**config.mk**
```make
export PLATFORM = sky130hd
export DESIGN_NAME = cp0_regfile
export DESIGN_NICKNAME = d
export VERILOG_FILES = /design/src/rtl/cp0_regfile.sv
export SDC_FILE = /design/constraint.sdc
export NUM_CORES = 1
export LEC_CHECK = 0
export CORE_AREA = 2 2 158 160
export CTS_CLUSTER_SIZE = 30
export DETAILED_ROUTE_END_ITERATION = 6
export DIE_AREA = 0 0 160 162
export PLACE_DENSITY = 0.71
export SLEW_MARGIN = 10
export SYNTH_ARGS = -nofsm -noshare
export SYNTH_HDL_FRONTEND = slang
export SYNTH_SLANG_ARGS = --single-unit
```
**constraint.sdc**
```tcl
create_clock -name clk -period 15.2 [get_ports clk]
set_input_delay 3.04 -clock clk [delete_from_list [all_inputs] [get_ports clk]]
set_output_delay 3.04 -clock clk [all_outputs]
set_load 0.02 [all_outputs]
```
**src/rtl/cp0_regfile.sv**
```systemverilog
// MIPS CP0 register file: Status/Cause/EPC/BadVAddr/Count/Compare, exception commit,
// eret handling, Count/Compare timer, and pipeline flush/redirect generation.
module cp0_regfile #(
    parameter logic [31:0] EXC_VECTOR = 32'hBFC0_0380,
    parameter int unsigned COUNT_DIV  = 2
) (
    input  logic        clk,
    input  logic        rst,
    input  logic        we_i,
    input  logic [4:0]  waddr_i,
    input  logic [4:0]  raddr_i,
    input  logic [31:0] data_i,
    input  logic [5:0]  int_i,
    input  logic [31:0] excepttype_i,
    input  logic [31:0] pc_i,
    input  logic        in_delayslot_i,
    input  logic [31:0] bad_addr_i,
    output logic [31:0] data_o,
    output logic [31:0] status_o,
    output logic [31:0] cause_o,
    output logic [31:0] epc_o,
    output logic [31:0] count_o,
    output logic [31:0] compare_o,
    output logic [31:0] badvaddr_o,
    output logic        timer_int_o,
    output logic        flush_o,
    output logic [31:0] newpc_o
);

    localparam logic [4:0]  REG_BADVADDR = 5'd8;
    localparam logic [4:0]  REG_COUNT    = 5'd9;
    localparam logic [4:0]  REG_COMPARE  = 5'd11;
    localparam logic [4:0]  REG_STATUS   = 5'd12;
    localparam logic [4:0]  REG_CAUSE    = 5'd13;
    localparam logic [4:0]  REG_EPC      = 5'd14;
    localparam logic [31:0] STATUS_RST   = 32'h0040_0000;
    localparam logic [31:0] STATUS_WMASK = 32'h0000_FF03;
    localparam logic [31:0] CAUSE_WMASK  = 32'h0000_0300;
    localparam logic [31:0] EXC_NONE     = 32'h0000_0000;
    localparam logic [31:0] EXC_INT      = 32'h0000_0001;
    localparam logic [31:0] EXC_ADEL     = 32'h0000_0004;
    localparam logic [31:0] EXC_ADES     = 32'h0000_0005;
    localparam logic [31:0] EXC_ERET     = 32'h0000_000E;
    localparam bit          DIV2         = (COUNT_DIV == 2);

    logic [31:0] status_q, cause_q, epc_q, count_q, compare_q, badvaddr_q;
    logic        timer_q, div_q;

    logic        is_exc, is_eret, take_exc, wr_en, tick, exl;
    logic [4:0]  exc_code;

    always_comb begin
        is_exc   = (excepttype_i != EXC_NONE);
        is_eret  = (excepttype_i == EXC_ERET);
        take_exc = is_exc && !is_eret;
        // the faulting/returning instruction must not commit its own mtc0
        wr_en    = we_i && !is_exc;
        exc_code = (excepttype_i == EXC_INT) ? 5'd0 : excepttype_i[4:0];
        exl      = status_q[1];
        tick     = !DIV2 || div_q;
    end

    always_ff @(posedge clk or posedge rst) begin
        if (rst) begin
            status_q   <= STATUS_RST;
            cause_q    <= '0;
            epc_q      <= '0;
            count_q    <= '0;
            compare_q  <= '0;
            badvaddr_q <= '0;
            timer_q    <= 1'b0;
            div_q      <= 1'b0;
        end else begin
            cause_q[15:10] <= int_i;

            if (wr_en && waddr_i == REG_COUNT) begin
                count_q <= data_i;
                div_q   <= 1'b0;
            end else begin
                div_q <= DIV2 ? ~div_q : 1'b0;
                if (tick) count_q <= count_q + 32'd1;
            end

            if (wr_en && waddr_i == REG_COMPARE) compare_q <= data_i;

            // Compare write acknowledges the timer and beats a same-cycle match
            if (wr_en && waddr_i == REG_COMPARE)
                timer_q <= 1'b0;
            else if (compare_q != 32'd0 && count_q == compare_q)
                timer_q <= 1'b1;

            if (take_exc) begin
                status_q[1]   <= 1'b1;
                cause_q[6:2]  <= exc_code;
                if (!exl) begin
                    epc_q       <= in_delayslot_i ? pc_i - 32'd4 : pc_i;
                    cause_q[31] <= in_delayslot_i;
                end
                if (excepttype_i == EXC_ADEL || excepttype_i == EXC_ADES)
                    badvaddr_q <= bad_addr_i;
            end else if (is_eret) begin
                status_q[1] <= 1'b0;
            end else if (wr_en) begin
                case (waddr_i)
                    REG_STATUS: status_q <= (status_q & ~STATUS_WMASK) | (data_i & STATUS_WMASK);
                    REG_CAUSE:  cause_q[9:8] <= data_i[9:8];
                    REG_EPC:    epc_q <= data_i;
                    default:    ;
                endcase
            end
        end
    end

    always_comb begin
        status_o    = status_q;
        cause_o     = {cause_q[31], timer_q, cause_q[29:0]};
        epc_o       = epc_q;
        count_o     = count_q;
        compare_o   = compare_q;
        badvaddr_o  = badvaddr_q;
        timer_int_o = timer_q;
        flush_o     = is_exc;
        newpc_o     = is_eret ? epc_q : EXC_VECTOR;
    end

    // mfc0 read port; unmapped numbers read as zero
    always_comb begin
        data_o = 32'd0;
        case (raddr_i)
            REG_BADVADDR: data_o = badvaddr_q;
            REG_COUNT:    data_o = count_q;
            REG_COMPARE:  data_o = compare_q;
            REG_STATUS:   data_o = status_q;
            REG_CAUSE:    data_o = cause_o;
            REG_EPC:      data_o = epc_q;
            default:      data_o = 32'd0;
        endcase
    end

endmodule

```
* After elaboration in Yosys (flattened, before gate mapping) *
Index checks and enable logic that the tools add are counted.

storage, ports and cells
  input bits = 148
  memories = 0
  logic and storage cells = 77
  bits in read-only memories = 0
  bits in latches = 0
  register bits = 176
  bits in writable memories = 0

cells by class
  div/mod/pow operators = 0
  order comparisons = 0
  shift-type cells = 0
  reductions and logical operators = 22
  muxes and demuxes = 18
  add/subtract/negate cells = 2
  bitwise logic cells = 5
  multipliers = 0
  equality and inequality tests = 18

operators with widths
  cell                                                   count
  2-to-1 mux 32 bit                                      9
  one-hot mux 32 bit (6 select lines)                    1
  equality test 32 x 3 -> 1 bit, second input constant   2
  nonzero test 32 bit                                    2
  equality test 5 x 4 -> 1 bit, second input constant    11
  adder 32 x 1 -> 32 bit, second input constant          1
  equality test 32 x 1 -> 1 bit, second input constant   1
  equality test 32 bit                                   1
  equality test 32 x 4 -> 1 bit, second input constant   1
  bitwise OR 32 x 16 -> 32 bit                           1
  subtractor 32 x 3 -> 32 bit, second input constant     1
  AND reduction 4 bit                                    3
  nonzero test 2 bit                                     4
  AND reduction 2 bit                                    3
  nonzero test 3 bit                                     2
  logical AND 1 bit                                      5
  2-to-1 mux 1 bit                                       5
  2-to-1 mux 5 bit                                       1
  2-to-1 mux 2 bit                                       2
  NOT 1 bit                                              4
  logical NOT 1 bit                                      2
  inequality test 2 x 1 -> 1 bit, second input constant  1
  inequality test 2 bit, second input constant           1
  logical OR 1 bit                                       1

* Longest topological paths before layout *
Gate-level depths: netlist (run 1).

  word-level depth = 6
  mapped depth = 9

* Worst setup path after synthesis (run 1) *
Ideal clock, no wire load.

  path type = input to output
  start point = input port excepttype_i[5]
  end point = output port newpc_o[22]
  required time = 12160 ps
  arrival time = 4779 ps
  path slack = 7381 ps
  stages = 5
  path buffers = 1
  cells stage by stage = or4_4 > or3_1 > nor3_1 > clkbuf_1 > nand2b_1

between the ends
  longest elaborated chain between the ends = 2

RTL lines
  item                           RTL line  source
  start: declaration             14        input logic [31:0] excepttype_i,
  equality test 32 x 4 -> 1 bit  54        is_eret = (excepttype_i == EXC_ERET);
  2-to-1 mux 32 bit              123       newpc_o = is_eret ? epc_q : EXC_VECTOR;
  end: declaration               27        output logic [31:0] newpc_o

Every way passes these cells.

* Worst setup path in the final report (run 1) *
  start point = input port excepttype_i[4]
  end point = output port newpc_o[3]

The elaborated chain is that of the path after synthesis.

==> run summary, run 1 <==
status - finished clean
crit path DAT - 6.54 ns
Hold Buf Count CTS - 0
via/cell ratio - 5.49
routed length per instance - 22.6 um
most area-consuming cells after synthesis - dfrtp_1 43%, mux2_2 6.2%, xor2_1 5.4%
Initial Util - 0.375
total grt overflow - 0
Worst Path Max Fanout - 20
period utilization - 0.631
Data required, critical path - 12.16 ns
top cell type by total area after synthesis - dfrtp_1
IO buf count - 366
Layout Nets - 1361
Critical Path Source Type - primary input
Detail Route Antenna Nets - 0
DPL Wire Length - 25600 um
vias in the first global route - 8485
count leader, synth - dfrtp_1
Max VDD drop - 0.0754 mV
diodes inserted - 0
area fraction of the dominant cell type after synthesis - 0.426
post-synthesis register bit count - 154
Cells after Synth - 866
EDFF count, synth - 0
Post-Route WL - 35000 um
Worst-Skew Late Latency - 0.43 ns
Synthesis Warnings - 17
DRT Pass-1 Iters - 5
max_cap viols - 0
CTS tree - done
Setup Skew - 0.0162 ns
final setup vio count - 0
dominant synthesized flop cell - dfrtp_1
# IOs - 406
DR iter-0 viols - 676
total number of vias - 8493
die area - 25900 um^2
Placer Congestion - 0.840
Post-synth top cells - 154 x dfrtp_1, 88 x nand2_1, 62 x a22oi_1, 56 x xor2_1, 50 x mux2_2
largest net degree at the start of global routing - 90
Reg area - 3850 um^2
row count - 57
clk sink count - 154
clock root cell - clkbuf_16
sequential cell area fraction in the yosys report - 0.426
Chip Height - 162 um
H-tree Lvls - 4
leakage - 5.58 nW
kind of critical path - primary input to primary output
residual DRC count - 0
RSZ-0062 raised after global routing - false
area of the core - 24100 um^2
final hold vios - 0
die width - 160 um
final slew viol count - 0
placed cell count - 1516
Yosys cell types - 59
layout cell share with drive strength beyond 1 - 0.140
Total Neg Setup Slack - 0 ns
total power per unit cell area - 71.8 nW/um^2
Crit. End Element - primary output
first-pass GRT wire length - 52500 um
total chip power - 0.964 mW
Tot GR Track Use - 0.265
Post-Syn Area per Cell - 10.5 um^2
min-delay worst type - flip-flop to flip-flop
final core occ - 0.557
Setup Buffers After CTS - 0
synthesis-to-finish area growth - 48.3%
total CTS buffers - 17
multi-input logic area - 4770 um^2
Clock transition at path regs - 0.07 ns
Max-slew headroom - 0.137
PostCTS Resize Cnt - 0
Clock Path Buffers - 2
Cell Area, Synth - 9050 um^2
FFs w/ async S/R, synth - 1.00
initial antenna violation count - 0
fin cells - 1548
Fmax - 0.104 GHz
worst slew pin tran - 1.29 ns
fill count - 2198
Final Critical Period - 9.58 ns
==> worst max-delay path, stage by stage <==
cell and delay (ns):
clkdlybuf4s50_1 0.43, or4_4 0.56, or3_1 0.41, nor3_2 0.79
buf_4 0.45, inv_1 0.12, nor2_1 0.11, clkdlybuf4s50_1 0.61
==> worst paths after layout <==
check,slack [ns],startpoint,depth (start not counted),endpoint
max,5.62,excepttype_i[4],8,newpc_o[3]
min,0.53,cause_o[6],1,cause_o[6]
max reg2reg,12.77,count_o[1],8,count_o[22]
min reg2reg,0.53,cause_o[6],1,cause_o[6]
max in group asynchronous,10.62,rst,3,count_o[6]
min in group asynchronous,3.14,rst,2,status_o[1]
==> registers in the layout, summed over array words and instances (netlist names) <==
name and flops:
timer_int_o 1, status_o 10, div_q 1, cause_o 14
badvaddr_o 32, compare_o 32, count_o 32, epc_o 32
==> through the flow <==
step / area, um^2 / hold WS [ns] / worst slack (ns)
floorplan: 9190 / 0.613 / 7.38
global placement: 12800 / 0.516 / 5.67
detailed placement: 12800 / 0.508 / 5.58
CTS: 13400 / 0.535 / 5.58
global route: 13400 / 0.554 / 5.50
finish: 13400 / 0.533 / 5.62
==> cells by family (layout without fill, tap and decap cells) <==
logic type / Yosys count / after routing / share of synthesized area
simple gates: 280 / 280 / 0.176
flops: 154 / 154 / 0.426
compound gates: 156 / 156 / 0.125
other cells: 2 / 39 / 0.000830
fa+ha+maj: 2 / 2 / 0.00276
xor+xnor: 90 / 90 / 0.0871
mux: 82 / 82 / 0.114
buf+inv: 100 / 421 / 0.0682
==> report_power, final <==
part           internal, mW  leakage [nW]  total (mW)  switching [mW]
Clock                 0.220         0.282       0.424           0.204
Sequential            0.416          1.99       0.424         0.00792
Combinational        0.0584          3.31       0.116          0.0571
Total                 0.695          5.58       0.964           0.269
==> area by class of cell <==
type / instances / share of cell area
multi-input cells: 649 / 0.355
flip-flops and latches: 154 / 0.287
repair buffers: 380 / 0.281
clock buffers: 17 / 0.0317
well taps: 324 / 0.0302
clock inverters: 15 / 0.0116
inverters: 9 / 0.00289
==> metal layers <==
metal,track usage,vias to the layer above,part of all wire
met3,0.0552,31,0.077
met5,0,-,0
met2,0.456,415,0.50
met4,0.0643,0,0.013
met1,0.343,4261,0.41
li1,-,3786,-
==> layout by cell type, fill, tap and decap left out, types with 4 or more instances in the layout <==
cell type / Yosys / routed
a21oi_1: 14 / 14
a222oi_1: 9 / 9
a22oi_1: 62 / 62
and2_1: 21 / 21
and3_1: 6 / 6
and4_1: 4 / 4
buf_4: 40 / 14
clkbuf_16: 0 / 17
clkdlybuf4s50_1: 0 / 366
conb_1: 2 / 39
dfrtp_1: 154 / 154
inv_1: 9 / 8
inv_6: 0 / 5
inv_8: 0 / 6
mux2_2: 50 / 50
mux2_4: 30 / 30
nand2_1: 88 / 88
nand2b_1: 14 / 14
nand3_1: 21 / 21
nand3b_1: 4 / 4
nand4_1: 15 / 15
nor2_1: 25 / 22
nor3_1: 17 / 14
nor4_1: 29 / 28
nor4_2: 6 / 7
o21ai_0: 33 / 33
o221a_2: 18 / 18
o22ai_1: 11 / 11
or3_1: 4 / 4
or4_1: 8 / 8
xnor2_1: 34 / 34
xor2_1: 56 / 56
(Power assumes the default switching activity.)
==> run 2: changes to the inputs <==
==> constraint.sdc (replaced) <==
create_clock -name clk -period 9.9 [get_ports clk]
set_input_delay 1.98 -clock clk [delete_from_list [all_inputs] [get_ports clk]]
set_output_delay 1.98 -clock clk [all_outputs]
set_load 0.02 [all_outputs]
==> run summary, run 2 (synthesized netlist as in run 1, its figures left out) <==
status - finished clean
total chip power - 1.50 mW
Tot GR Track Use - 0.267
Post-Route WL - 35300 um
total CTS buffers - 17
worst slew pin tran - 1.32 ns
period utilization - 0.755
Initial Util - 0.375
Layout Nets - 1361
DPL Wire Length - 25600 um
final setup vio count - 0
DR iter-0 viols - 689
die area - 25900 um^2
row count - 57
residual DRC count - 0
layout cell share with drive strength beyond 1 - 0.140
Fmax - 0.134 GHz
kind of critical path - primary input to primary output
final hold vios - 0
crit path DAT - 5.49 ns
area of the core - 24100 um^2
total power per unit cell area - 112 nW/um^2
clock root cell - clkbuf_16
CTS tree - done
Detail Route Antenna Nets - 0
Placer Congestion - 0.840
Setup Skew - 0.0104 ns
# IOs - 406
initial antenna violation count - 1
first-pass GRT wire length - 52900 um
IO buf count - 366
PostCTS Resize Cnt - 0
largest net degree at the start of global routing - 90
leakage - 5.59 nW
DRT Pass-1 Iters - 5
Total Neg Setup Slack - 0 ns
Worst Path Max Fanout - 20
Clock transition at path regs - 0.07 ns
clk sink count - 154
min-delay worst type - flip-flop to flip-flop
vias in the first global route - 8616
Crit. End Element - primary output
Final Critical Period - 7.47 ns
synthesis-to-finish area growth - 48.4%
H-tree Lvls - 4
final slew viol count - 0
commonest cells after routing, fill and taps aside - 366 x clkdlybuf4s50_1, 154 x dfrtp_1, 88 x nand2_1, 62 x a22oi_1, 56 x xor2_1
Hold Buf Count CTS - 0
Setup Buffers After CTS - 0
Max VDD drop - 0.0833 mV
RSZ-0062 raised after global routing - false
total number of vias - 8598
total grt overflow - 0
fill count - 2124
Max-slew headroom - 0.114
commonest non-fill, non-tap cell in the layout - clkdlybuf4s50_1
die width - 160 um
Chip Height - 162 um
Worst-Skew Late Latency - 0.43 ns
Clock Path Buffers - 2
routed length per instance - 22.8 um
diodes inserted - 0
Data required, critical path - 7.92 ns
max_cap viols - 0
via/cell ratio - 5.55
Critical Path Source Type - primary input
[run 2: report_power, final]
part	switching, mW	leakage [nW]	internal [mW]
combinational	0.0880	3.31	0.0897
sequential	0.0121	1.99	0.638
clock	0.329	0.289	0.341
[run 2: layout make-up]
class	count	area, um^2	share of cell area
multi-input cells	649	4770	0.355
repair buffers	380	3770	0.281
well taps	324	405	0.0302
clock inverters	15	168	0.0125
clock buffers	17	425	0.0317
flip-flops and latches	154	3850	0.287
inverters	9	38.8	0.00289
[run 2: path summary, 6_finish.rpt]
kind                                 start     endpoint  slack [ns]  depth (start not counted)
setup / recovery           excepttype_i[4]   newpc_o[3]        2.43                          8
hold / removal                  cause_o[6]   cause_o[6]        0.53                          1
setup reg to reg                count_o[1]  count_o[22]        7.42                          8
hold reg to reg                 cause_o[6]   cause_o[6]        0.53                          1
max in group asynchronous              rst   cause_o[8]        6.41                          3
min in group asynchronous              rst  status_o[1]        2.08                          2
[run 2: worst max-delay path, stage by stage]
cell and delay, ns:
clkdlybuf4s50_1 0.42, or4_4 0.56, or3_1 0.41, nor3_2 0.82
buf_4 0.45, inv_1 0.12, nor2_1 0.11, clkdlybuf4s50_1 0.61
[run 2: per-layer routing]
metal / part of all wire / track usage
met1: 0.41 / 0.345
met2: 0.48 / 0.452
met3: 0.077 / 0.0534
met4: 0.024 / 0.0893
met5: 0 / 0
[run 2: through the flow]
step           utilization  hold slack, ns  setup slack, ns  cells  area [um^2]
2_1_floorplan            -           0.613             3.77    903         9190
3_3_place_gp         0.532           0.516             2.49   1516        12800
3_5_place_dp         0.532           0.518             2.39   1516        12800
4_1_cts              0.557           0.534             2.39   1548        13400
5_1_grt              0.557           0.555             2.30   1548        13400
6_report             0.557           0.532             2.43   1548        13400
